`src/rtl/uart_tx_fifo_drain_if.sv`:
```
// FIFO read-port bundle between the async FIFO (master) and the UART TX drain (slave).
interface uart_tx_fifo_drain_if #(
  parameter int DATA_WIDTH = 8
);
  logic                  FIFO_EMPTY;
  logic [DATA_WIDTH-1:0] FIFO_RD_DATA;
  logic                  FIFO_R_INC;

  modport master (
    output FIFO_EMPTY,
    output FIFO_RD_DATA,
    input  FIFO_R_INC
  );

  modport slave (
    input  FIFO_EMPTY,
    input  FIFO_RD_DATA,
    output FIFO_R_INC
  );
endinterface

```
`src/rtl/uart_tx_fifo_drain.sv`:
```
// UART TX serialiser: pops bytes from the FIFO and sends start, LSB-first data,
// optional parity and stop, one bit per TX clock; all outputs come straight from flops.
module uart_tx_fifo_drain #(
  parameter int DATA_WIDTH = 8
) (
  input  logic                         CLK,
  input  logic                         RST,
  uart_tx_fifo_drain_if.slave          fifo,
  input  logic                         PAR_EN,
  input  logic                         PAR_TYP,
  output logic                         TX_OUT,
  output logic                         BUSY
);

  localparam int CNT_W = $clog2(DATA_WIDTH) + 1;

  typedef enum logic [2:0] {IDLE, START, DATA, PARITY, STOP} state_e;

  state_e                state_q, state_d;
  logic [DATA_WIDTH-1:0] shreg_q, shreg_d;
  logic [CNT_W-1:0]      cnt_q, cnt_d;
  logic                  par_bit_q, par_bit_d;
  logic                  par_en_q, par_en_d;
  logic                  tx_q, tx_d;
  logic                  busy_q, busy_d;
  logic                  rinc_q, rinc_d;
  logic                  load;

  always_ff @(posedge CLK or negedge RST) begin
    if (!RST) begin
      state_q   <= IDLE;
      shreg_q   <= '0;
      cnt_q     <= '0;
      par_bit_q <= 1'b0;
      par_en_q  <= 1'b0;
      tx_q      <= 1'b1;
      busy_q    <= 1'b0;
      rinc_q    <= 1'b0;
    end else begin
      state_q   <= state_d;
      shreg_q   <= shreg_d;
      cnt_q     <= cnt_d;
      par_bit_q <= par_bit_d;
      par_en_q  <= par_en_d;
      tx_q      <= tx_d;
      busy_q    <= busy_d;
      rinc_q    <= rinc_d;
    end
  end

  always_comb begin
    state_d   = state_q;
    shreg_d   = shreg_q;
    cnt_d     = cnt_q;
    par_bit_d = par_bit_q;
    par_en_d  = par_en_q;
    load      = !fifo.FIFO_EMPTY && (state_q == IDLE || state_q == STOP);

    case (state_q)
      IDLE:   state_d = IDLE;
      START:  state_d = DATA;
      DATA: begin
        shreg_d = shreg_q >> 1;
        cnt_d   = cnt_q + 1'b1;
        if (cnt_q == CNT_W'(DATA_WIDTH - 1))
          state_d = par_en_q ? PARITY : STOP;
      end
      PARITY: state_d = STOP;
      STOP:   state_d = IDLE;
      default: state_d = IDLE;
    endcase

    // A load in STOP chains the next frame with no idle gap.
    if (load) begin
      state_d   = START;
      shreg_d   = fifo.FIFO_RD_DATA;
      cnt_d     = '0;
      par_en_d  = PAR_EN;
      par_bit_d = (^fifo.FIFO_RD_DATA) ^ PAR_TYP;
    end

    // Outputs are decoded from the next state so they can be registered.
    tx_d   = 1'b1;
    case (state_d)
      START:  tx_d = 1'b0;
      DATA:   tx_d = shreg_d[0];
      PARITY: tx_d = par_bit_q;
      default: tx_d = 1'b1;
    endcase
    busy_d = (state_d != IDLE);
    rinc_d = (state_d == START);
  end

  assign TX_OUT          = tx_q;
  assign BUSY            = busy_q;
  assign fifo.FIFO_R_INC = rinc_q;

endmodule

```
`src/flat_wrapper.sv`:
```
// flat-port wrapper written by rule: the top's interface ports become plain ports
module uart_tx_fifo_drain_flat 
#(
  parameter int DATA_WIDTH = 8
)
  (CLK, RST, PAR_EN, PAR_TYP, TX_OUT, BUSY, fifo_FIFO_EMPTY, fifo_FIFO_RD_DATA, fifo_FIFO_R_INC);
  uart_tx_fifo_drain_if #(.DATA_WIDTH(DATA_WIDTH)) fifo_i ();
  input  logic CLK;
  input  logic RST;
  input  logic PAR_EN;
  input  logic PAR_TYP;
  output logic TX_OUT;
  output logic BUSY;
  input wire logic [$bits(fifo_i.FIFO_EMPTY)-1:0] fifo_FIFO_EMPTY;
  input wire logic [$bits(fifo_i.FIFO_RD_DATA)-1:0] fifo_FIFO_RD_DATA;
  output wire logic [$bits(fifo_i.FIFO_R_INC)-1:0] fifo_FIFO_R_INC;
  assign fifo_i.FIFO_EMPTY = fifo_FIFO_EMPTY;
  assign fifo_i.FIFO_RD_DATA = fifo_FIFO_RD_DATA;
  assign fifo_FIFO_R_INC = fifo_i.FIFO_R_INC;
  uart_tx_fifo_drain #(.DATA_WIDTH(DATA_WIDTH)) u_core (.CLK(CLK), .RST(RST), .fifo(fifo_i), .PAR_EN(PAR_EN), .PAR_TYP(PAR_TYP), .TX_OUT(TX_OUT), .BUSY(BUSY));
endmodule
```
`config.mk`:
```
export PLATFORM = sky130hd
export DESIGN_NAME = uart_tx_fifo_drain_flat
export DESIGN_NICKNAME = d
export VERILOG_FILES = /design/src/rtl/uart_tx_fifo_drain_if.sv /design/src/rtl/uart_tx_fifo_drain.sv /design/src/flat_wrapper.sv
export SDC_FILE = /design/constraint.sdc
export NUM_CORES = 1
export LEC_CHECK = 0
export ABC_AREA = 1
export CAP_MARGIN = 40
export CORE_UTILIZATION = 35
export CTS_BUF_LIST = sky130_fd_sc_hd__clkbuf_8
export DETAILED_ROUTE_END_ITERATION = 10
export DONT_BUFFER_PORTS = 1
export RECOVER_POWER = 25
export SLEW_MARGIN = 20
export SYNTH_ARGS = -nofsm -noshare
export SYNTH_HDL_FRONTEND = slang
export SYNTH_SLANG_ARGS = --single-unit
```
`constraint.sdc`:
```
create_clock -name CLK -period 1.5 [get_ports CLK]
set_input_delay 0.3 -clock CLK [delete_from_list [all_inputs] [get_ports CLK]]
set_output_delay 0.3 -clock CLK [all_outputs]
set_load 0.03 [all_outputs]
```
After elaboration in Yosys (flattened, before gate mapping)
Index checks and enable logic that the tools add are counted.
{"block": "word_totals", "reg_bits": 20, "out_inout_bits": 3}
{"block": "classes", "n_addsub": 1, "eq_ne": 8, "muxes": 9, "bitwise": 1, "reduce_logical": 7}
{"op": "$mux 8", "n": 2}
{"op": "$eq 3x2->1 const B", "n": 4}
{"op": "$mux 3", "n": 3}
{"op": "$pmux 3 s3", "n": 1}
{"op": "$mux 4", "n": 2}
{"op": "$reduce_xor 8->1", "n": 1}
{"op": "$eq 3x1->1 const B", "n": 2}
{"op": "$add 4x1->4 const B", "n": 1}
{"op": "$eq 4x3->1 const B", "n": 1}
{"op": "$eq 3x3->1 const B", "n": 1}
{"op": "$logic_not 3->1", "n": 1}
{"op": "$pmux 1 s3", "n": 1}
{"op": "$reduce_bool 3->1", "n": 1}
{"op": "$reduce_bool 2->1", "n": 1}
{"op": "$logic_and 1x1->1", "n": 1}
{"op": "$logic_not 1->1", "n": 1}
{"op": "$logic_or 1x1->1", "n": 1}
{"op": "$xor 1x1->1", "n": 1}

Longest topological paths before layout
Gate-level depths: netlist of run 1.
{"block": "depth", "depth_word": 6, "mapped_depth": 10}

Worst setup path before layout of run 1
Ideal clock, no wire load.
{"block": "synth_timing", "kind": "register -> register", "from": "register u_core.cnt_q[1]", "to": "register u_core.state_q[1]", "setup_time_ns": 0.124, "arrival_time_ns": 1.077, "slack_ns": 0.299, "path_stages_with_launch": 8, "n_path_buf": 0, "period_less_slack_ns": 1.201, "cell_sequence": "dfrtp_1 -> ha_1 -> nand2_1 -> inv_1 -> nand2_1 -> nand4_1 -> nand2_1 -> or2_1"}
{"block": "synth_between", "elab_chain_cells": 4}
{"item": "start: declaration", "line": "uart_tx_fifo_drain.sv:21", "source": "logic [CNT_W-1:0] cnt_q, cnt_d;"}
{"item": "start signal: assignment", "line": "uart_tx_fifo_drain.sv:42", "source": "cnt_q <= cnt_d;"}
{"item": "$eq 4x3->1", "line": "uart_tx_fifo_drain.sv:65", "source": "if (cnt_q == CNT_W'(DATA_WIDTH - 1))"}
{"item": "$mux 3", "line": "uart_tx_fifo_drain.sv:65"}
{"item": "$pmux 3 s3", "line": "uart_tx_fifo_drain.sv:59", "source": "case (state_q)"}
{"item": "$mux 3", "line": "uart_tx_fifo_drain.sv:74", "source": "if (load) begin"}
{"item": "net u_core.state_d[1]", "line": "uart_tx_fifo_drain.sv:19", "source": "state_e state_q, state_d;"}
{"item": "end signal: assignment", "line": "uart_tx_fifo_drain.sv:40", "source": "state_q <= state_d;"}
{"item": "end: declaration", "line": "uart_tx_fifo_drain.sv:19"}
The timed path passes the listed nets, and every way through them passes these cells.
A chain may end at the register's enable or synchronous reset.

Worst setup path after layout of run 1
Ends and elaborated chain as after synthesis.

==> reports/qor.yml, run 1 <==
route:
  vias_per_cell: 4.928
  dr.pass1.iters: 6
  wl_um: 1866
  drc: 2
  wl_per_cell_um: 11.17
  ant_nets: 0
  drt-initial-drc-count: 9
  dr_total_vias: 823
logic_synthesis:
  ys_ff_latch: 20
  synth_area_per_cell_um2: 8.075
  ys_seq_area_share_pct: 47.79
  syn_nets: 144
  synth_flop_cell: "dfrtp_1"
  synth_enable_flop_cells: 0
  synthTopCellsByArea: "dfrtp_1, nand2_1, inv_1, nand3_1, o221ai_1"
  synth_top_area_cell: "dfrtp_1"
  synth.cell_area_um2: 1050
  netlist.area_leader.share_pct: 45.29
  async_reset_ff_share_pct: 100.0
  synthCells: 130
  ys.warnings.count: 0
  synth_cell_type_count: 25
critical_path:
  critPathKind: "reg2reg"
  arrival_ns: 1.46
  path_max_fanout: 3
  worstPathRequired_ns: 1.64
  end_kind: "flip-flop"
  start_kind: "flip-flop"
clock_network:
  clock_path_buffers: 2
  tritoncts: "built"
  clkSinkCount: 20
  clk_pin_slew_ns: 0.07
  cts_root_buf: "clkbuf_8"
  cts_buffers: 3
  htreeDepth: 1
  clock_latency_ns: 0.25
finish:
  insertedDiodeCount: 0
  drive_gt1_share_pct: 15.44
  mostFrequentLayoutCells: "nand2_1, inv_1, dfrtp_1, nand3_1, nor2_1"
  syn_to_final_growth_pct: 10.25
  final_area_um2: 1157
  layout.nets: 151
  nFillCells: 293
  final_common_cell: "nand2_1"
sta:
  fmax_ghz: 0.7570
  timing.final.crit_share_pct: 88.06
  setup-violations-final: 0
  setup_tns_ns: 0
  finalClockSkew_ns: 0.0005962
  worst_pin_slew_ns: 0.3898
  max_slew_margin_pct: 74.02
  fin_crit_ns: 1.321
  hold_ws_ns: 0.1517
  rsz0062_at_grt: "false"
  hold_violations: 0
  report.final.slew_viol_count: 0
place:
  io_buffers: 0
  dpl_cell_area_um2: 1085
  gp_congestion: 0.7770
  post-dp-hpwl_um: 1415
power:
  vdd_ir_drop_max_mv: 0.5303
  p_leak_nw: 0.6116
  p_per_area_nw_per_um2: 1850
grt:
  groute.usage.overall_pct: 14.03
  grt_pass1_vias: 870
  antenna_found_initial: 0
  grt_first_pass_wirelength_um: 3463
  grt_max_degree: 21
  grt-ovfl-total: 0
floorplanning:
  start_util_pct: 37.42
  die_x_um: 56.77
  ios: 16
  dieArea_um2: 3222
  fp-row-count: 19
  coreArea_um2: 2805
  fp.dieH_um: 56.77
outcome:
  status: "finished, violations left"
  violations: "design-rule violations"
flow_run:
  maxCapViolCount: 0
worst_hold_path:
  hold_class: "in2reg"
-- area by class of cell --
cell class | instances | area (µm²) | share of cell area (%)
timing repair buffer | 4 | 30.03 | 2.595
sequential | 20 | 501.7 | 43.35
clock buffer | 4 | 55.05 | 4.757
multi-input combinational | 83 | 435.4 | 37.62
inverter | 25 | 96.34 | 8.324
tap | 31 | 38.79 | 3.351
-- registers in the layout, indices dropped and copies added (netlist names) --
register                cells
u_core.shreg_q              8
u_core.BUSY                 1
u_core.state_q              3
u_core.par_bit_q            1
u_core.cnt_q                4
u_core.par_en_q             1
u_core.fifo.FIFO_R_INC      1
u_core.TX_OUT               1
-- layer usage --
layer	up-vias	GRT usage [%]	part of all wire, %
li1	422	-	-
met1	377	15.99	46
met2	19	24.49	46
met3	5	2.995	5.4
met4	0	7.317	2.4
met5	-	0	0
-- cells in the mapped netlist (all sizes together), types with 2 or more instances --
| library cell | number |
|---|---|
| xnor2 | 2 |
| nand2 | 40 |
| dfrtp | 19 |
| o21ai | 3 |
| or2 | 2 |
| a21oi | 2 |
| buf | 2 |
| nand3 | 13 |
| inv | 25 |
| nand4 | 2 |
| o221ai | 5 |
| nor2 | 10 |
-- through the flow --
stage,utilization [%],setup WS [ns],instances,power [mW]
3_5_place_dp,38.67,0.1878,161,1.744
3_3_place_gp,38.67,0.2276,161,1.717
4_1_cts,40.99,0.1844,166,2.167
5_1_grt,41.26,0.004164,167,2.343
2_1_floorplan,-,0.2989,130,1.586
6_report,41.26,0.1791,167,2.141
-- repair_timing --
item                                   4_1_cts  5_1_grt
setup endpoints to repair                    0        1
endpoints found under the hold margin       20        0
gates resized for setup                      0        1
buffers inserted                             0        0
hold buffers                                 1        0
-- power by group --
part | switching [mW] | internal (mW) | leakage, nW
clock | 0.167 | 0.233 | 0.0288
combinational | 0.481 | 0.301 | 0.332
sequential | 0.182 | 0.777 | 0.250
-- final timing paths --
path                                                to  slack, ns  cells after the start                         from
max in group asynchronous      u_core.TX_OUT$_DFF_PN1_       0.52                      2                          RST
max reg2reg                u_core.state_q[1]$_DFF_PN0_       0.18                      7  u_core.cnt_q[1]$_DFFE_PN0P_
min                        u_core.par_en_q$_DFFE_PN0P_       0.15                      2                       PAR_EN
min in group asynchronous  u_core.par_en_q$_DFFE_PN0P_       0.32                      1                          RST
max                        u_core.state_q[1]$_DFF_PN0_       0.18                      7  u_core.cnt_q[1]$_DFFE_PN0P_
min reg2reg                u_core.par_en_q$_DFFE_PN0P_       0.49                      2  u_core.par_en_q$_DFFE_PN0P_
-- worst max-delay path: stages, from the launching register on --
cell and delay (ns):
dfrtp_1 0.37, ha_1 0.19, nand2_1 0.06, inv_1 0.09, nand2_1 0.08, nand4_1 0.11, nand2_1 0.08, or2_1 0.22
-- logic make-up (layout without fill, tap and decap cells) --
logic type                 after synthesis  count (layout)  share of synthesized area, %
and+or+nand+nor                         68              68                         29.56
buffers and inverters                   27              33                         10.97
DFF                                     20              20                         47.80
AOI/OAI and AO/OA                       12              12                         8.819
xor gates and xnor gates                 2               2                         1.669
adders and majority gates                1               1                         1.192
Power figures use the tool's default switching activity.
==> run 2: changes to the inputs <==
--- a/config.mk
+++ b/config.mk
@@ -11,6 +11,7 @@
 export CTS_BUF_LIST = sky130_fd_sc_hd__clkbuf_8
 export DETAILED_ROUTE_END_ITERATION = 10
 export DONT_BUFFER_PORTS = 1
+export HOLD_SLACK_MARGIN = 0.08
 export RECOVER_POWER = 25
 export SLEW_MARGIN = 20
 export SYNTH_ARGS = -nofsm -noshare
==> results of run 2 <==
Final layout, timing and power as in run 1 (identical DEF).
==> run 3: changes to the inputs <==
==> constraint.sdc (replaced) <==
create_clock -name CLK -period 1.5 [get_ports CLK]
set_input_delay 0.225 -clock CLK [delete_from_list [all_inputs] [get_ports CLK]]
set_output_delay 0.225 -clock CLK [all_outputs]
set_load 0.03 [all_outputs]
==> reports/qor.yml, run 3 (synthesis gave the netlist of run 1 again) <==
clock_network:
  tritoncts: "built"
  clk_pin_slew_ns: 0.07  # about the same
  htreeDepth: 1  # unchanged
  clkSinkCount: 20  # unchanged
  cts_buffers: 3  # unchanged
  clock_latency_ns: 0.25  # about the same
  post-cts-setup-buffers: 0  # unchanged
  clock_path_buffers: 2  # unchanged
  cts_root_buf: "clkbuf_8"
finish:
  insertedDiodeCount: 0  # unchanged
  final_cells: 168  # +0.60%
  syn_to_final_growth_pct: 11.20
  mostFrequentLayoutCells: "nand2_1, inv_1, dfrtp_1, nand3_1, nor2_1"
  layout.nets: 152  # +0.66%
  reg_top3: "u_core.shreg_q: 8 flops, u_core.cnt_q: 4 flops, u_core.state_q: 3 flops"
  final_common_cell: "nand2_1"
  largest_register_ffs: 8  # unchanged
  seqCellArea_um2: 501.7  # unchanged
  nFillCells: 292  # -0.34%
  drive_gt1_share_pct: 15.33  # -0.11 points
  multiInputGateArea_um2: 435.4  # unchanged
  max_flop_register: "u_core.shreg_q"
sta:
  fmax_ghz: 0.7568  # about the same
  setup-violations-final: 0  # unchanged
  fin_crit_ns: 1.321  # +0.0004340 ns
  timing.final.crit_share_pct: 88.09  # about the same
  worst_pin_slew_ns: 0.3898  # -0.0000008345 ns
  report.final.slew_viol_count: 0  # unchanged
  rsz0062_at_grt: "false"
  setup_tns_ns: 0  # unchanged
  max_slew_margin_pct: 74.02  # about the same
  hold_ws_ns: 0.09616  # -0.05556 ns
  finalClockSkew_ns: 0.0005053  # -0.00009090 ns
  hold_violations: 0  # unchanged
floorplanning:
  dieArea_um2: 3222  # unchanged
  die_x_um: 56.77  # unchanged
  fp.dieH_um: 56.77  # unchanged
  ios: 16  # unchanged
  fp-row-count: 19  # unchanged
  start_util_pct: 37.42  # unchanged
  coreArea_um2: 2805  # unchanged
route:
  wl_per_cell_um: 11.15  # -0.22%
  wl_um: 1873  # +0.38%
  ant_nets: 0  # unchanged
  dr.pass1.iters: 6  # unchanged
  drc: 2  # unchanged
  vias_per_cell: 4.929  # about the same
  drt-initial-drc-count: 8  # -1
  dr_total_vias: 828  # +0.61%
critical_path:
  worstPathRequired_ns: 1.64  # about the same
  start_kind: "flip-flop"
  path_max_fanout: 3  # unchanged
  reg2regPathDepth: 7  # unchanged
  arrival_ns: 1.46  # about the same
  rrSetupSlack_ns: 0.18  # about the same
  crit-reg2reg-launch: "u_core.cnt_q[1]$_DFFE_PN0P_"
  critPathKind: "reg2reg"
  r2r_end: "u_core.state_q[1]$_DFF_PN0_"
  end_kind: "flip-flop"
grt:
  grtUsageMet1_pct: 15.99  # unchanged
  antenna_found_initial: 0  # unchanged
  grt-ovfl-total: 0  # unchanged
  groute.usage.overall_pct: 14.13  # +0.097 points
  met3_usage_pct: 2.995  # unchanged
  grt_pass1_vias: 882  # +1.4%
  grt_first_pass_wirelength_um: 3491  # +0.81%
  grt_busiest_layer: "met2"
  grt_max_degree: 21  # unchanged
  met2_usage_pct: 24.83  # +0.34 points
worst_hold_path:
  min_from: "fifo_FIFO_RD_DATA[5]"
  hold_class: "in2reg"
  holdPathEnd: "u_core.shreg_q[5]$_DFFE_PN0P_"
  whs_path_depth: 2  # unchanged
power:
  p_per_area_nw_per_um2: 1835  # -0.77%
  p_leak_nw: 0.6157  # +0.68%
  vdd_ir_drop_max_mv: 0.5298  # about the same
place:
  place_inst: 161  # unchanged
  post-dp-hpwl_um: 1415  # unchanged
  gp_congestion: 0.7770  # unchanged
  io_buffers: 0  # unchanged
outcome:
  status: "finished, violations left"
  violations: "design-rule violations"
flow_run:
  maxCapViolCount: 0  # unchanged
## run 3: worst max-delay path by stage
stage / startpoint / endpoint / cells past startpoint
2_1_floorplan: u_core.cnt_q[1]$_DFFE_PN0P_ / u_core.state_q[1]$_DFF_PN0_ / 7
3_3_place_gp: u_core.cnt_q[1]$_DFFE_PN0P_ / u_core.BUSY$_DFF_PN0_ / 7
3_5_place_dp: u_core.cnt_q[1]$_DFFE_PN0P_ / u_core.state_q[1]$_DFF_PN0_ / 7
4_1_cts: u_core.cnt_q[0]$_DFFE_PN0P_ / u_core.BUSY$_DFF_PN0_ / 7
5_1_grt: u_core.cnt_q[1]$_DFFE_PN0P_ / u_core.TX_OUT$_DFF_PN1_ / 8
6_report: u_core.cnt_q[1]$_DFFE_PN0P_ / u_core.state_q[1]$_DFF_PN0_ / 7
## run 3: metrics by stage
step / utilization (%) / cell area (µm²) / power (mW) / setup WS [ns]
after floorplan: - / 1050 / 1.586 / 0.2989
after global placement: 38.67 / 1085 / 1.717 / 0.2276
after detailed placement: 38.67 / 1085 / 1.744 / 0.1878
after CTS: 41.35 / 1160 / 2.169 / 0.1844
after global routing: 41.61 / 1167 / 2.345 / 0.004164
final: 41.61 / 1167 / 2.143 / 0.1786
## run 3: final cells by class
type                            count  share of cell area, %
Sequential cell                    20                  42.98
Inverter                           25                  8.253
Tap cell                           31                  3.323
Clock buffer                        4                  4.716
Multi-Input combinational cell     83                  37.30
Timing Repair Buffer                5                  3.430
## run 3: routing by layer
layer / up-vias / wire length, µm / share of wire, %
met5: - / 0 / 0
met4: 0 / 44 / 2.3
met3: 5 / 96 / 5.1
met2: 19 / 866 / 46
met1: 380 / 866 / 46
li1: 424 / - / -
## run 3: worst max-delay path: stages, from the launching register on
cell     delay, ns
dfrtp_1       0.37
ha_1          0.19
nand2_1       0.06
inv_1         0.09
nand2_1       0.08
nand4_1       0.11
nand2_1       0.08
or2_1         0.22
## run 3: where the power goes
group	internal, mW	total [mW]	switching, mW
Clock	0.233	0.400	0.166
Combinational	0.302	0.784	0.481
Sequential	0.778	0.959	0.182
## run 3: timing repair
item	in CTS	in global routing
setup endpoints to repair	0	1
hold buffers	2	0
hold endpoints to repair	21	0
resized for setup	0	1
